**src/rtl/uart_sample_tx_pkg.sv**
```systemverilog
// Shared constants and state encodings for the UART sample transmitter.
package uart_sample_tx_pkg;

  localparam int unsigned MAIN_CLOCK_FREQ = 12_000_000;
  localparam int unsigned UART_FREQ       = 230_400;
  localparam int unsigned UART_COUNTER    = MAIN_CLOCK_FREQ / UART_FREQ;

  localparam int unsigned START_BITS = 1;
  localparam int unsigned DATA_BITS  = 8;
  localparam int unsigned STOP_BITS  = 1;

  typedef enum logic [1:0] {S_IDLE, S_LOW, S_HIGH} seq_state_e;
  typedef enum logic [1:0] {T_IDLE, T_START, T_DATA, T_STOP} tx_state_e;

endpackage

```
**src/rtl/uart_sample_tx_if.sv**
```systemverilog
// Sample producer handshake: valid/ready with a 16-bit sample.
interface uart_sample_tx_if;
  logic [15:0] sample_in;
  logic        sample_valid;
  logic        sample_ready;

  modport master (output sample_in, output sample_valid, input sample_ready);
  modport slave  (input sample_in, input sample_valid, output sample_ready);
endinterface

```
**src/rtl/uart_sample_tx_txuart.sv**
```systemverilog
// 8N1 byte serializer; tx is registered, so the line lags the state by one cycle.
module uart_sample_tx_txuart
  import uart_sample_tx_pkg::*;
#(
  parameter int unsigned CLOCK_DIVIDE = UART_COUNTER
) (
  input  logic       clk,
  input  logic       reset,
  input  logic [7:0] tx_byte,
  input  logic       start,
  output logic       tx,
  output logic       busy,
  output logic       done
);

  localparam int unsigned CNT_W = $clog2(CLOCK_DIVIDE);
  localparam logic [CNT_W-1:0] CNT_RELOAD = CNT_W'(CLOCK_DIVIDE - 1);

  tx_state_e        state_q, state_d;
  logic [CNT_W-1:0] timer_q, timer_d;
  logic [2:0]       idx_q, idx_d;
  logic [7:0]       shift_q, shift_d;
  logic             tx_q, tx_d;
  logic             bit_end, accept;

  assign bit_end = (timer_q == '0);
  assign accept  = start && !busy;
  assign tx      = tx_q;

  always_ff @(posedge clk) begin
    if (reset) state_q <= T_IDLE;
    else       state_q <= state_d;
  end

  always_comb begin
    state_d = state_q;
    unique case (state_q)
      T_IDLE:  if (accept) state_d = T_START;
      T_START: if (bit_end) state_d = T_DATA;
      T_DATA:  if (bit_end && idx_q == 3'(DATA_BITS - 1)) state_d = T_STOP;
      T_STOP:  if (bit_end) state_d = accept ? T_START : T_IDLE;
      default: state_d = T_IDLE;
    endcase
  end

  // busy drops on the final stop cycle so a queued byte starts with no gap.
  always_comb begin
    done = (state_q == T_STOP) && bit_end;
    busy = (state_q != T_IDLE) && !done;
    unique case (state_q)
      T_START: tx_d = 1'b0;
      T_DATA:  tx_d = shift_q[idx_q];
      default: tx_d = 1'b1;
    endcase
  end

  always_comb begin
    idx_d   = idx_q;
    shift_d = shift_q;
    if (state_q == T_IDLE || bit_end) timer_d = CNT_RELOAD;
    else                              timer_d = timer_q - CNT_W'(1);
    if (state_q == T_START)                idx_d = '0;
    else if (state_q == T_DATA && bit_end) idx_d = idx_q + 3'd1;
    if (accept) shift_d = tx_byte;
  end

  always_ff @(posedge clk) begin
    if (reset) begin
      timer_q <= CNT_RELOAD;
      idx_q   <= '0;
      shift_q <= '0;
      tx_q    <= 1'b1;
    end else begin
      timer_q <= timer_d;
      idx_q   <= idx_d;
      shift_q <= shift_d;
      tx_q    <= tx_d;
    end
  end

endmodule

```
**src/rtl/uart_sample_tx.sv**
```systemverilog
// Sample FIFO plus low/high byte sequencer feeding the UART byte serializer.
module uart_sample_tx
  import uart_sample_tx_pkg::*;
#(
  parameter int unsigned CLOCK_DIVIDE = UART_COUNTER,
  parameter int unsigned FIFO_DEPTH   = 4
) (
  input  logic                         clk,
  input  logic                         reset,
  uart_sample_tx_if.slave              s_if,
  output logic                         tx,
  output logic                         busy,
  output logic [$clog2(FIFO_DEPTH):0]  fifo_level
);

  localparam int unsigned PTR_W = $clog2(FIFO_DEPTH);
  localparam int unsigned LVL_W = PTR_W + 1;

  logic [15:0]      mem_q [FIFO_DEPTH];
  logic [PTR_W-1:0] wr_ptr_q, rd_ptr_q;
  logic [LVL_W-1:0] level_q;
  logic             full, empty, push, pop;
  logic [15:0]      head;
  logic [7:0]       hold_hi_q;
  seq_state_e       seq_q, seq_d;
  logic             ser_start, ser_busy, ser_done, line_active_q;
  logic [7:0]       ser_byte;

  assign full              = (level_q == LVL_W'(FIFO_DEPTH));
  assign empty             = (level_q == '0);
  assign head              = mem_q[rd_ptr_q];
  assign push              = s_if.sample_valid && !full;
  assign s_if.sample_ready = !full;
  assign fifo_level        = level_q;

  always_ff @(posedge clk) begin
    if (push) mem_q[wr_ptr_q] <= s_if.sample_in;
  end

  always_ff @(posedge clk) begin
    if (reset) begin
      wr_ptr_q <= '0;
      rd_ptr_q <= '0;
      level_q  <= '0;
    end else begin
      if (push) wr_ptr_q <= wr_ptr_q + PTR_W'(1);
      if (pop)  rd_ptr_q <= rd_ptr_q + PTR_W'(1);
      case ({push, pop})
        2'b10:   level_q <= level_q + LVL_W'(1);
        2'b01:   level_q <= level_q - LVL_W'(1);
        default: ;
      endcase
    end
  end

  always_ff @(posedge clk) begin
    if (reset) seq_q <= S_IDLE;
    else       seq_q <= seq_d;
  end

  always_comb begin
    seq_d = seq_q;
    unique case (seq_q)
      S_IDLE:  if (!empty && !ser_busy) seq_d = S_LOW;
      S_LOW:   if (ser_done) seq_d = S_HIGH;
      S_HIGH:  if (ser_done) seq_d = empty ? S_IDLE : S_LOW;
      default: seq_d = S_IDLE;
    endcase
  end

  // The low byte goes straight from the FIFO head; only the high byte is held.
  always_comb begin
    pop       = 1'b0;
    ser_start = 1'b0;
    ser_byte  = head[7:0];
    unique case (seq_q)
      S_IDLE: if (!empty && !ser_busy) begin
        pop       = 1'b1;
        ser_start = 1'b1;
      end
      S_LOW: if (ser_done) begin
        ser_start = 1'b1;
        ser_byte  = hold_hi_q;
      end
      S_HIGH: if (ser_done && !empty) begin
        pop       = 1'b1;
        ser_start = 1'b1;
      end
      default: ;
    endcase
  end

  always_ff @(posedge clk) begin
    if (reset) begin
      hold_hi_q     <= '0;
      line_active_q <= 1'b0;
    end else begin
      if (pop) hold_hi_q <= head[15:8];
      // Tracks the registered tx line, which trails the serializer state.
      line_active_q <= ser_busy || ser_done;
    end
  end

  assign busy = line_active_q || ser_busy || ser_done || !empty || (seq_q != S_IDLE);

  uart_sample_tx_txuart #(
    .CLOCK_DIVIDE(CLOCK_DIVIDE)
  ) u_txuart (
    .clk     (clk),
    .reset   (reset),
    .tx_byte (ser_byte),
    .start   (ser_start),
    .tx      (tx),
    .busy    (ser_busy),
    .done    (ser_done)
  );

endmodule

```
**src/flat_wrapper.sv**
```systemverilog
// flat-port wrapper written by rule: the top's interface ports become plain ports
module uart_sample_tx_flat import uart_sample_tx_pkg::*;
#(
  parameter int unsigned CLOCK_DIVIDE = UART_COUNTER,
  parameter int unsigned FIFO_DEPTH   = 4
)
  (clk, reset, tx, busy, fifo_level, s_if_sample_in, s_if_sample_valid, s_if_sample_ready);
  uart_sample_tx_if s_if_i ();
  input  logic clk;
  input  logic reset;
  output logic tx;
  output logic busy;
  output logic [$clog2(FIFO_DEPTH):0] fifo_level;
  input wire logic [$bits(s_if_i.sample_in)-1:0] s_if_sample_in;
  input wire logic [$bits(s_if_i.sample_valid)-1:0] s_if_sample_valid;
  output wire logic [$bits(s_if_i.sample_ready)-1:0] s_if_sample_ready;
  assign s_if_i.sample_in = s_if_sample_in;
  assign s_if_i.sample_valid = s_if_sample_valid;
  assign s_if_sample_ready = s_if_i.sample_ready;
  uart_sample_tx #(.CLOCK_DIVIDE(CLOCK_DIVIDE), .FIFO_DEPTH(FIFO_DEPTH)) u_core (.clk(clk), .reset(reset), .s_if(s_if_i), .tx(tx), .busy(busy), .fifo_level(fifo_level));
endmodule
```
**config.mk**
```make
export PLATFORM = sky130hd
export DESIGN_NAME = uart_sample_tx_flat
export DESIGN_NICKNAME = d
export VERILOG_FILES = /design/src/rtl/uart_sample_tx_pkg.sv /design/src/rtl/uart_sample_tx_if.sv /design/src/rtl/uart_sample_tx_txuart.sv /design/src/rtl/uart_sample_tx.sv /design/src/flat_wrapper.sv
export SDC_FILE = /design/constraint.sdc
export NUM_CORES = 1
export LEC_CHECK = 0
export BUFFER_PORTS_ARGS = -buffer_cell sky130_fd_sc_hd__clkbuf_2
export CAP_MARGIN = 15
export CORE_AREA = 2 2 92 94
export CTS_CLUSTER_DIAMETER = 50
export DETAILED_ROUTE_END_ITERATION = 8
export DIE_AREA = 0 0 94 96
export GPL_ROUTABILITY_DRIVEN = 0
export GPL_TIMING_DRIVEN = 0
export PLACE_DENSITY = 0.73
export SLEW_MARGIN = 20
export SYNTH_ARGS = -nofsm -noshare
export SYNTH_HDL_FRONTEND = slang
export SYNTH_SLANG_ARGS = --single-unit
```
**constraint.sdc**
```tcl
create_clock -name clk -period 8.8 [get_ports clk]
set_clock_uncertainty 0.1 [all_clocks]
set_input_delay 1.76 -clock clk [delete_from_list [all_inputs] [get_ports clk]]
set_output_delay 1.76 -clock clk [all_outputs]
set_load 0.02 [all_outputs]
```
==> qor.yml <==
floorplan:
  die_x_um: 94
  core.rowCount: 33
  top_level_ports: 25
  fp.dieArea_sq_um: 9020
  core_sq_um: 8050
  start_util_pct: 54.6
  die_y_um: 96
global_routing:
  grt_antenna_before_repair: 0
  grt_max_degree: 20
  overflow: 0
  grt_pass1_vias: 2441
  grt_first_pass_wirelength_mm: 12.1
  grt_usage_pct: 18.1
clocking:
  cts_tree: "built"
  cts_hold_buf: 0
  cts_buffers: 9
  path_clk_slew_ns: 0.10
  postCtsResizedCells: 0
  h-tree-depth: 3
  cts_sinks: 104
  max-clock-path-buffers: 2
  cts_setup_buffers: 0
  insertion_delay_ns: 0.36
  cts_root_buf: "clkbuf_8"
setup_path:
  crit_path_end_kind: "output pin"
  critPathBufInv: 2
  cpMaxStageDelayCell: "dfxtp_1"
  slowest_delay_ns: 0.34
  path_cells: "inv_1, ha_1, nor4b_1, nand3_1, nand4_1, clkbuf_2"
  r2r_cells: 12
  cp_top_family: "simple AND/OR/NAND/NOR gates"
  arrival_ns: 1.88
  required_ns: 6.94
  critical_path_class: "reg2out"
  cp-start-kind: "register"
  r2r_setup_slack_ns: 5.57
  r2r_end: "u_core.fifo_level[2]"
  r2r_start: "u_core.u_txuart.timer_q[0]"
  path_max_fanout: 5
min_path:
  worstHoldPathType: "reg2reg"
  min_path_cells: 1
  hold_path_startpoint: "u_core.u_txuart.timer_q[0]"
  whs_endpoint: "u_core.u_txuart.timer_q[0]"
timing:
  worstMarginPinSlew_ns: 0.862
  setup_viol: 0
  maxSlewHeadroom_pct: 42.5
  fmax_ghz: 0.267
  hold_viol: 0
  rsz0062_at_grt: "false"
  drv_slew: 0
  timing.final.crit_share_pct: 42.5
  setup_ws_ns: 5.06
  setup_tns_ns: 0
  timing.final.crit_period_ns: 3.74
yosys:
  synth_cell_type_count: 47
  synth_fa_ha_area_share_pct: 4.15
  avgSynthCellArea_sq_um: 14.6
  ys_seq_area_share_pct: 61.9
  synth_compound_area_share_pct: 6.00
  async_flop_share_pct: 0
  ys.flop_type: "edfxtp_1"
  synth.cell_area_sq_um: 4400
  muxShareOfSynthArea_pct: 14.5
  yosysWarnings: 0
  syn_nets: 334
  ys_ff_latch: 104
  synth_xor_area_share_pct: 1.79
  synth_cells: 301
  synth_top_family_by_area: "multiplexers"
  synth_edf_count: 64
  yosys.area_share.simple_pct: 8.48
cells_and_area:
  final_core_util_pct: 60.2
  layout.nets: 369
  antenna_cells: 0
  fillers: 614
  area.growth.synth_to_final_pct: 10.1
  seq_area_sq_um: 2720
  multi_input_area_sq_um: 1540
  drive_above_1_share_pct: 25.8
pwr:
  power.density_nw_per_um2: 290
  p_sw_uw: 464
  max-vdd-ir-drop_v: 0.000164
  pwr-share-clk_pct: 20.2
  p_leak_uw: 0.00172
  sw_frac_of_total_pct: 33.1
  p_int_uw: 940
  pwr-share-comb_pct: 33.6
  seq_power_share_pct: 46.3
routing:
  drc: 0
  first_iter_violations: 111
  ant_nets: 0
  wl_per_cell_um: 16.5
  wirelength_mm: 7.34
  drt-vias-per-instance: 5.48
  dr_total_vias: 2446
  firstDrtPassIters: 4
place:
  place_ws_ns: 5.30
  io_buffers: 24
  post-dp-hpwl_mm: 5.12
run:
  drv_cap: 0
run_status:
  status: "finished clean"
[power groups by stage]
stage | Sequential [uW] | Combinational, uW | Clock, uW
finish | 649 | 471 | 283
global route | 660 | 521 | 314
CTS | 650 | 479 | 289
detailed placement | 661 | 477 | 0
global placement | 655 | 465 | 0
floorplan | 653 | 372 | 0
[how the worst max path moves through the flow]
| stage | startpoint | end | slack, ns | cells past startpoint |
|---|---|---|---|---|
| 2_1_floorplan | s_if_sample_valid | u_core.fifo_level[2] | 5.51 | 8 |
| 3_3_place_gp | s_if_sample_valid | u_core.fifo_level[2] | 5.35 | 9 |
| 3_5_place_dp | s_if_sample_valid | u_core.fifo_level[2] | 5.30 | 9 |
| 4_1_cts | u_core.u_txuart.timer_q[0] | busy | 5.03 | 6 |
| 5_1_grt | u_core.u_txuart.timer_q[0] | busy | 4.88 | 6 |
| 6_report | u_core.u_txuart.timer_q[0] | busy | 5.06 | 6 |
[through the flow]
step	total power [uW]	hold WS (ns)	std cells	instance area (sq um)
after floorplan	1030	0.271	301	4400
after global placement	1120	0.284	430	4650
after detailed placement	1140	0.289	430	4650
after CTS	1420	0.314	446	4840
after global routing	1490	0.343	446	4840
final	1400	0.311	446	4840
[flip-flops by register name (all words and copies together) (netlist names), named ones only]
signal	flops
u_core.u_txuart.timer_q	6
u_core.fifo_level	3
u_core.u_txuart.idx_q	3
u_core.line_active_q	1
u_core.hold_hi_q	8
u_core.seq_q	2
u_core.rd_ptr_q	2
u_core.u_txuart.shift_q	8
u_core.u_txuart.tx	1
u_core.u_txuart.state_q	2
u_core.wr_ptr_q	2
u_core.mem_q	64
[cells in the mapped netlist, types with 3 or more instances]
master    number  share of area, %
nand4_1        3              0.43
or3_1          3              0.43
nor3_1         7              0.80
xor2_1         5               1.0
clkbuf_1       7              0.60
inv_1         19               1.6
nor2b_1        3              0.43
mux2_2         8               2.0
a211oi_2       8               2.3
mux4_2        18               9.2
dfxtp_1       40                18
nand2_1       11              0.94
and3_1         4              0.57
ha_1          13               3.7
mux2i_1       13               3.0
nand2b_1       4              0.57
nor2_1        19               1.6
edfxtp_1      64                44
xnor2_1        4              0.80
a21oi_1       17               1.9
[placed cells by master, fill, tap and decap left out, types with 4 or more instances in the layout]
cell type  count
a211oi_2       8
a21oi_1       17
and3_1         4
clkbuf_1       7
clkbuf_2      24
clkbuf_8      10
dfxtp_1       40
edfxtp_1      64
ha_1          13
inv_1         19
mux2_2         8
mux2i_1       13
mux4_2        18
nand2_1       11
nand2b_1       4
nor2_1        19
nor3_1         7
xnor2_1        4
xor2_1         5
[metal layers]
metal  vias to the layer above  track usage (%)  share of wire [%]
met4                         0             6.28               0.99
met2                        36             30.3                 50
met5                         -                0                  0
met1                      1211             23.2                 45
li1                       1193                -                  -
met3                         6             4.70                3.2
[logic make-up (layout without fill, tap and decap cells)]
kind of cell               after synthesis  after routing
DFF                                    104            104
and+or+nand+nor                         68             68
muxes                                   40             40
AOI/OAI and AO/OA                       34             34
buffers and inverters                   32             72
adders and majority gates               14             14
xor gates and xnor gates                 9              9
[cell type report]
class                   count  area share [%]
flip-flops and latches    104            56.2
multi-input cells         165            31.7
clock buffers              10            2.84
well taps                 105            2.71
repair buffers             24            2.48
inverters                  19            1.47
plain buffers              13            1.45
clock inverters             6            1.14
Power figures use the tool's default switching activity.
